## src/rtl/wrapper_req_ctrl_pkg.sv

```systemverilog
// Shared definitions for the request-routing register block.
// Latency: n/a (constants, types and a width helper only).
// Backpressure: n/a.
package wrapper_req_ctrl_pkg;

  // Byte addresses of the register map
  localparam logic [11:0] ADDR_DREQ_EN     = 12'h000;
  localparam logic [11:0] ADDR_DREQ_EN_SET = 12'h004;
  localparam logic [11:0] ADDR_DREQ_EN_CLR = 12'h008;
  localparam logic [11:0] ADDR_REQ_ACT     = 12'h010;
  localparam logic [11:0] ADDR_IRQ_STATUS  = 12'h014;
  localparam logic [11:0] ADDR_IRQ_MASK    = 12'h018;
  localparam logic [11:0] ADDR_IRQ_MODE    = 12'h01C;
  localparam logic [11:0] ADDR_IRQ_MASKED  = 12'h020;
  localparam logic [11:0] ADDR_HOLD_ACT    = 12'h024;

  // Returned for idle reads, write-only registers and unmapped addresses
  localparam logic [31:0] RDATA_BAD = 32'h0bad0bad;

  typedef enum logic {
    IRQ_LEVEL = 1'b0,
    IRQ_EDGE  = 1'b1
  } irq_mode_e;

  // Hold-off counter width: enough bits to hold HOLDOFF, never less than one
  function automatic int hold_cnt_width(input int holdoff);
    return (holdoff <= 1) ? 1 : $clog2(holdoff + 1);
  endfunction

endpackage

```

## src/rtl/wrapper_req_ch.sv

```systemverilog
// One request channel: edge detect, sticky irq status, dma_done hold-off counter.
// Latency: drq combinational from req_act; status/hold state update on the next hclk edge.
// Backpressure: none; dma_done forces drq low for HOLDOFF cycles.
// Ports:
//   hclk, hreset            clock, synchronous active-high reset
//   req_act, dma_done       channel request line and DMAC completion pulse
//   drq_en, irq_mode,
//   irq_mask, status_clr    shared register bits for this channel, W1C strobe
//   drq, irq, status,
//   hold_act                channel outputs and read-back state
module wrapper_req_ch
  import wrapper_req_ctrl_pkg::*;
#(
  parameter int HOLDOFF = 2
) (
  input  logic      hclk,
  input  logic      hreset,
  input  logic      req_act,
  input  logic      dma_done,
  input  logic      drq_en,
  input  irq_mode_e irq_mode,
  input  logic      irq_mask,
  input  logic      status_clr,
  output logic      drq,
  output logic      irq,
  output logic      status,
  output logic      hold_act
);

  localparam int CW = hold_cnt_width(HOLDOFF);
  // With HOLDOFF = 0 the load value is zero, so dma_done has no effect
  localparam logic [CW-1:0] HOLD_LOAD = CW'(HOLDOFF);

  logic          req_q, req_d;
  logic          status_q, status_d;
  logic [CW-1:0] hold_cnt_q, hold_cnt_d;
  logic          set_req;

  always_comb begin
    req_d      = req_act;
    set_req    = ~drq_en & ((irq_mode == IRQ_EDGE) ? (req_act & ~req_q) : req_act);
    // Set takes priority over a same-cycle write-1-to-clear
    status_d   = set_req | (status_q & ~status_clr);
    hold_cnt_d = hold_cnt_q;
    if (dma_done) begin
      hold_cnt_d = HOLD_LOAD;
    end else if (hold_cnt_q != '0) begin
      hold_cnt_d = hold_cnt_q - CW'(1);
    end
  end

  always_ff @(posedge hclk) begin
    if (hreset) begin
      req_q      <= 1'b0;
      status_q   <= 1'b0;
      hold_cnt_q <= '0;
    end else begin
      req_q      <= req_d;
      status_q   <= status_d;
      hold_cnt_q <= hold_cnt_d;
    end
  end

  assign drq      = req_act & drq_en & (hold_cnt_q == '0);
  assign irq      = status_q & irq_mask;
  assign status   = status_q;
  assign hold_act = (hold_cnt_q != '0);

endmodule

```

## src/rtl/wrapper_req_ctrl_nch.sv

```systemverilog
// Routes NUM_CH request lines to DMA requests or sticky maskable interrupts.
// Latency: zero-latency reads; writes take effect at the hclk edge with write_en high.
// Backpressure: none on the register bus; drq held off for HOLDOFF cycles after dma_done.
// Ports:
//   hclk, hreset                          clock, synchronous active-high reset
//   addr, read_en, write_en, wdata, rdata register interface (rdata combinational)
//   req_act, dma_done                     per-channel request and DMAC completion
//   drq, irq, irq_merged                  DMA requests, interrupts, OR of interrupts
module wrapper_req_ctrl_nch
  import wrapper_req_ctrl_pkg::*;
#(
  parameter int ADDRWIDTH = 12,
  parameter int DATAWIDTH = 32,
  parameter int NUM_CH    = 5,
  parameter int HOLDOFF   = 2
) (
  input  logic                 hclk,
  input  logic                 hreset,
  input  logic [ADDRWIDTH-1:0] addr,
  input  logic                 read_en,
  input  logic                 write_en,
  input  logic [DATAWIDTH-1:0] wdata,
  output logic [DATAWIDTH-1:0] rdata,
  input  logic [NUM_CH-1:0]    req_act,
  input  logic [NUM_CH-1:0]    dma_done,
  output logic [NUM_CH-1:0]    drq,
  output logic [NUM_CH-1:0]    irq,
  output logic                 irq_merged
);

  logic [NUM_CH-1:0] drq_en_q, drq_en_d;
  logic [NUM_CH-1:0] irq_mask_q, irq_mask_d;
  logic [NUM_CH-1:0] irq_mode_q, irq_mode_d;
  logic [NUM_CH-1:0] status_clr;
  logic [NUM_CH-1:0] status;
  logic [NUM_CH-1:0] hold_act;
  logic [NUM_CH-1:0] wd;

  assign wd = wdata[NUM_CH-1:0];

  always_comb begin
    drq_en_d   = drq_en_q;
    irq_mask_d = irq_mask_q;
    irq_mode_d = irq_mode_q;
    status_clr = '0;
    if (write_en) begin
      case (addr)
        ADDRWIDTH'(ADDR_DREQ_EN):     drq_en_d   = wd;
        ADDRWIDTH'(ADDR_DREQ_EN_SET): drq_en_d   = drq_en_q | wd;
        ADDRWIDTH'(ADDR_DREQ_EN_CLR): drq_en_d   = drq_en_q & ~wd;
        ADDRWIDTH'(ADDR_IRQ_STATUS):  status_clr = wd;
        ADDRWIDTH'(ADDR_IRQ_MASK):    irq_mask_d = wd;
        ADDRWIDTH'(ADDR_IRQ_MODE):    irq_mode_d = wd;
        default: ;
      endcase
    end
  end

  always_ff @(posedge hclk) begin
    if (hreset) begin
      drq_en_q   <= '0;
      irq_mask_q <= '1;
      irq_mode_q <= '0;
    end else begin
      drq_en_q   <= drq_en_d;
      irq_mask_q <= irq_mask_d;
      irq_mode_q <= irq_mode_d;
    end
  end

  for (genvar i = 0; i < NUM_CH; i++) begin : g_ch
    wrapper_req_ch #(.HOLDOFF(HOLDOFF)) u_ch (
      .hclk       (hclk),
      .hreset     (hreset),
      .req_act    (req_act[i]),
      .dma_done   (dma_done[i]),
      .drq_en     (drq_en_q[i]),
      .irq_mode   (irq_mode_e'(irq_mode_q[i])),
      .irq_mask   (irq_mask_q[i]),
      .status_clr (status_clr[i]),
      .drq        (drq[i]),
      .irq        (irq[i]),
      .status     (status[i]),
      .hold_act   (hold_act[i])
    );
  end

  assign irq_merged = |irq;

  // Reads see pre-edge register state, so a same-cycle write never shows through
  always_comb begin
    rdata = DATAWIDTH'(RDATA_BAD);
    if (read_en) begin
      case (addr)
        ADDRWIDTH'(ADDR_DREQ_EN):    begin rdata = '0; rdata[NUM_CH-1:0] = drq_en_q;            end
        ADDRWIDTH'(ADDR_REQ_ACT):    begin rdata = '0; rdata[NUM_CH-1:0] = req_act;             end
        ADDRWIDTH'(ADDR_IRQ_STATUS): begin rdata = '0; rdata[NUM_CH-1:0] = status;              end
        ADDRWIDTH'(ADDR_IRQ_MASK):   begin rdata = '0; rdata[NUM_CH-1:0] = irq_mask_q;          end
        ADDRWIDTH'(ADDR_IRQ_MODE):   begin rdata = '0; rdata[NUM_CH-1:0] = irq_mode_q;          end
        ADDRWIDTH'(ADDR_IRQ_MASKED): begin rdata = '0; rdata[NUM_CH-1:0] = status & irq_mask_q; end
        ADDRWIDTH'(ADDR_HOLD_ACT):   begin rdata = '0; rdata[NUM_CH-1:0] = hold_act;            end
        default: ;
      endcase
    end
  end

endmodule

```

## config.mk

```make
export PLATFORM = sky130hd
export DESIGN_NAME = wrapper_req_ctrl_nch
export DESIGN_NICKNAME = d
export VERILOG_FILES = /design/src/rtl/wrapper_req_ctrl_pkg.sv /design/src/rtl/wrapper_req_ch.sv /design/src/rtl/wrapper_req_ctrl_nch.sv
export SDC_FILE = /design/constraint.sdc
export NUM_CORES = 1
export LEC_CHECK = 0
export ABC_AREA = 1
export CELL_PAD_IN_SITES_DETAIL_PLACEMENT = 1
export CELL_PAD_IN_SITES_GLOBAL_PLACEMENT = 1
export CORE_UTILIZATION = 29
export DETAILED_ROUTE_END_ITERATION = 6
export PLACE_DENSITY = 0.92
export SLEW_MARGIN = 0
export SYNTH_ARGS = -nofsm -noshare
export SYNTH_HDL_FRONTEND = slang
export SYNTH_HIERARCHICAL = 1
export SYNTH_SLANG_ARGS = --single-unit
```

## constraint.sdc

```tcl
create_clock -name hclk -period 2.1 [get_ports hclk]
set_clock_uncertainty 0.2 [all_clocks]
set_input_delay 0.21 -clock hclk [delete_from_list [all_inputs] [get_ports hclk]]
set_output_delay 0.21 -clock hclk [all_outputs]
set_load 0.01 [all_outputs]
```

-- Yosys cells after proc, flatten, opt, wreduce, memory -nomap -nowiden
Index checks and enable logic that the tools add are counted.
- divide/modulo/power cells: 0
- add/sub/neg operators: 5
- equal/unequal tests: 8
- bitwise gates (word level): 54
- reductions and logical operators: 26
- multiply operators: 0
- shifts and indexed selects: 0
- $lt $le $gt $ge: 0
- muxes and demuxes: 20
- operators with widths (operator ; number):
    28-bit one-hot mux with 7 select lines ; 1
    12-bit by 5-bit == test with 1-bit output (second input constant) ; 4
    1-bit bitwise AND ; 30
    28-bit two-way mux ; 1
    12-bit by 6-bit == test with 1-bit output (second input constant) ; 2
    2-bit two-way mux ; 10
    2-bit nonzero test ; 10
    1-bit NOT ; 15
    5-bit one-hot mux with 3 select lines ; 1
    12-bit by 3-bit == test with 1-bit output (second input constant) ; 1
    12-bit by 4-bit == test with 1-bit output (second input constant) ; 1
    12-bit zero test ; 1
    5-bit bitwise AND ; 2
    2-bit zero test ; 5
    5-bit two-way mux ; 2
    2-bit OR reduction ; 5
    2-bit by 1-bit subtractor with 2-bit output (second input constant) ; 5
    2-bit AND reduction ; 3
    1-bit two-way mux ; 5
    5-bit NOT ; 1
    1-bit OR ; 5
    5-bit OR ; 1
    5-bit OR reduction ; 1
    3-bit nonzero test ; 1
- RAM bits: 0
- latch bits: 0
- ROM bits: 0
- memories: 0
- register bits: 35
- input port bits: 58

-- Logic depth before layout (Yosys ltp)
- word-level depth: 6
- depth in mapped cells: 10
- gate-level depth less buffers: 10

-- Hierarchy
Netlist, hierarchy kept.
- by module, submodules not included (module ; area each (um2) ; cells an instance ; times used):
    wrapper_req_ctrl_nch ; 1650.3 ; 272 ; 1
    wrapper_req_ch ; 160.2 ; 21 ; 5

-- Worst setup path after synthesis
Ideal clock, no wire load.
- kind: input to output
- start point: input addr[11]
- end point: output rdata[11]
- required time: 1690 ps
- path slack: 321 ps
- stages: 9
- data arrival time: 1369 ps
- path buffers: 1
- path through: nor2_1 -> nand2_2 -> nor2_4 -> nand2_1 -> nand3_1 -> nor2_2 -> nor2_4 -> inv_1 -> buf_4
- word-level cells in the longest chain between the ends: 3
- elaborated cells between the ends (all ways): 9
- those cells by class: eq/ne (6); mux (2); reduce/logical (1)
- RTL lines (element ; line ; text):
    start: declaration ; wrapper_req_ctrl_nch.sv:19 ; input logic [ADDRWIDTH-1:0] addr,
    12-bit by 6-bit == test with 1-bit output, or another cell as far along ; wrapper_req_ctrl_nch.sv:94 ; case (addr)
    28-bit one-hot mux with 7 select lines (*) ; wrapper_req_ctrl_nch.sv:94 ;
    28-bit two-way mux (*) ; wrapper_req_ctrl_nch.sv:93 ; if (read_en) begin
    end: declaration ; wrapper_req_ctrl_nch.sv:23 ; output logic [DATAWIDTH-1:0] rdata,
Mark *: on every way between the ends. The rest lies on a longest branch, timed or not.

-- Worst setup path in the final report
- start point: input req_act[1]
- end point: output drq[1]
- word-level cells in the longest chain between the ends: 2
- RTL lines (element ; line ; text):
    start: declaration ; wrapper_req_ctrl_nch.sv:24 ; input logic [NUM_CH-1:0] req_act,
    1-bit bitwise AND (2 in a row) ; wrapper_req_ch.sv:64 ; assign drq = req_act & drq_en & (hold_cnt_q == '0);
    end: declaration ; wrapper_req_ctrl_nch.sv:26 ; output logic [NUM_CH-1:0] drq,
Every way passes these cells.

==> reports/qor.txt <==
Synth top cells by count: nand2_1 (78), inv_1 (63), nand3_1 (53)
dpl ws: -0.639 ns
met1 Use GR: 24.3%
cts bufs inserted: 5
clock power share: 40.0%
FFs w/ async S/R, synth: 0%
Most Crowded Layer GR: met2
Hold WC Path Type: flip-flop to flip-flop
Layout Nets: 534
Netlist Area Pre-Place: 0.00245 mm^2
NetSw: 445 uW
Internal: 1190 uW
Sinks on Clock Net: 35
Final Util: 43.2%
failing checks: negative setup slack
startpoint types: input pin
WL/cell: 17.2 um
max-cap violations: 0
largest net degree at the start of global routing: 14
share of post-route cells with drive strength above 1: 30.2%
grt total ovfl: 0
Die Y: 93.9 um
Mean Syn Cell Area: 6.50 um^2
Leak: 0.00177 uW
setup ws final: -0.0704 ns
setup violators final: 1
Total Die Area: 0.00882 mm^2
achievable frequency: 461 MHz
global-route wire length before repair: 15400 um
clk buf depth: 2
Sw Ratio: 27.2%
Die Span X: 93.9 um
Clock Latency Late Sink: 0.29 ns
Data arrival, critical path: 1.76 ns
dominant cell by count in the synthesized netlist: nand2_1
design area: 0.00355 mm^2
Core Region: 0.00822 mm^2
CTS tree: built
Logic pwr share: 17.2%
Mapped Cells: 377
CP endpoint kind: output pin
Hold WS: 0.244 ns
max-slew violation count: 0
Setup Crit Path Kind: input pin to output pin
RePlAce Congestion: 0.888
GR Util met3: 4.61%
number of flops mapped to enable cells by yosys: 0
initial antenna violation count: 0
clock-pin slew on the worst setup and hold paths: 0.07 ns
crit path max fanout: 3
IO Pins: 101
met2 GRT Util: 41.8%
TNS Setup: -0.0704 ns
Netlist cell types: 27
Yosys top cell by area: dfxtp_1
IO Port Bufs: 59
Hold Fails Final Rpt: 0
status: finished, violations left
area fraction of the dominant cell type after synthesis: 28.6%
DRC viols: 0
maximum vdd drop: 0.277 mV
sequential fraction of the synthesis area: 28.6%
Post-DRT Antenna Nets: 0
# diodes: 0
Synth Warn #: 6
largest cells by area after synthesis: dfxtp_1 (29%), nand2_1 (12%), nand3_1 (11%)
dpl hpwl: 6880 um
minimum clock period: 2.17 ns
All-Layer GR Usage: 22.9%
CTS root buffer: clkbuf_8
final WL: 10000 um
initial DRC count: 175
Detailed Routing Iterations Pass 1: 5
Sequential Power Share: 42.8%
fillcell total: 1065
row cnt: 33
main flop type after synthesis: dfxtp_1
register bit total from synthesis: 35
H-tree depth: 2
DR vias: 2970
Worst Path Required: 1.69 ns
number of global-route vias before repair: 3136
P&R area growth vs syn: 44.7%
Placement Cell Area: 0.00330 mm^2
Initial Util: 29.8%
Vias per Instance: 5.10
power per cell area: 462 mW/mm^2
fin crit share: 103%
## layout by cell type (no fill, tap or decap), types with 3 or more instances in the layout
| cell type | instances |
|---|---|
| a21oi_1 | 20 |
| buf_2 | 17 |
| buf_4 | 42 |
| buf_6 | 12 |
| clkbuf_2 | 3 |
| clkbuf_8 | 6 |
| clkdlybuf4s50_1 | 28 |
| conb_1 | 14 |
| dfxtp_1 | 35 |
| inv_1 | 60 |
| inv_2 | 5 |
| nand2_1 | 73 |
| nand2_2 | 9 |
| nand2_4 | 4 |
| nand3_1 | 51 |
| nand3_2 | 4 |
| nor2_1 | 23 |
| nor2_2 | 6 |
| nor2_4 | 12 |
| nor3_1 | 11 |
| nor3_2 | 7 |
| o211ai_1 | 5 |
| o21ai_0 | 7 |
| or2_4 | 5 |
## power groups by stage
stage / Sequential [uW] / Clock [uW] / Combinational [uW]
after floorplan: 710 / 0 / 129
after global placement: 714 / 0 / 247
after detailed placement: 716 / 0 / 260
after CTS: 700 / 653 / 262
after global routing: 703 / 680 / 304
final: 702 / 655 / 282
## area by class of cell
type	instances	area, um^2	share of cell area, %
sequential	35	701	19.8
timing repair buffer	109	915	25.8
clock buffer	6	82.6	2.33
multi-input combinational	258	1430	40.3
tap	105	131	3.71
inverter	67	254	7.16
clock inverter	2	35.0	0.988
## per-layer routing
layer  routed length, um  vias up  part of all wire, %
met5                   0        -                    0
met4                 446        0                  4.4
met3                 661       47                  6.6
met2                5200      166                   52
met1                3720     1417                   37
li1                    -     1340                    -
## path summary, 6_finish.rpt
| path | from | to | slack, ns | cells after the start |
|---|---|---|---|---|
| min | g_ch[0].u_ch/hold_cnt_q[0] | g_ch[0].u_ch/hold_cnt_q[0] | 0.24 | 1 |
| min reg2reg | g_ch[0].u_ch/hold_cnt_q[0] | g_ch[0].u_ch/hold_cnt_q[0] | 0.24 | 1 |
| max | req_act[1] | drq[1] | -0.07 | 4 |
| max reg2reg | drq_en_q[1] | drq_en_q[1] | 0.79 | 8 |
## cell families after synthesis
| logic type | after synthesis | synth area share [%] |
|---|---|---|
| and+or+nand+nor | 209 | 43.8 |
| buffers and inverters | 97 | 19.7 |
| AOI/OAI and AO/OA | 35 | 7.81 |
| DFF | 35 | 28.6 |
| other | 1 | 0.153 |
## through the flow
stage                     instances  power, uW
after floorplan                 390        839
after global placement          564        961
after detailed placement        564        976
after CTS                       578       1620
after global routing            582       1690
final                           582       1640
## registers in the layout (all words and copies together), names as in the netlist
signal                flops
g_ch.u_ch/req_q           5
drq_en_q                  5
g_ch.u_ch/status          5
g_ch.u_ch/hold_cnt_q     10
irq_mask_q                5
irq_mode_q                5
## what timing repair did
action                                  4_1_cts  5_1_grt
buffers inserted                              7        5
hold buffers                                  0        0
endpoints found under the setup margin       18       19
gates cloned                                  0        0
pin swaps                                    15       17
gates resized for setup                     123       32
## critical path, cell delays in order
cell	delay, ns
clkdlybuf4s50_1	0.57
inv_1	0.16
nor3_2	0.24
clkdlybuf4s50_1	0.58
No activity file was read; power rests on OpenSTA's default activity.
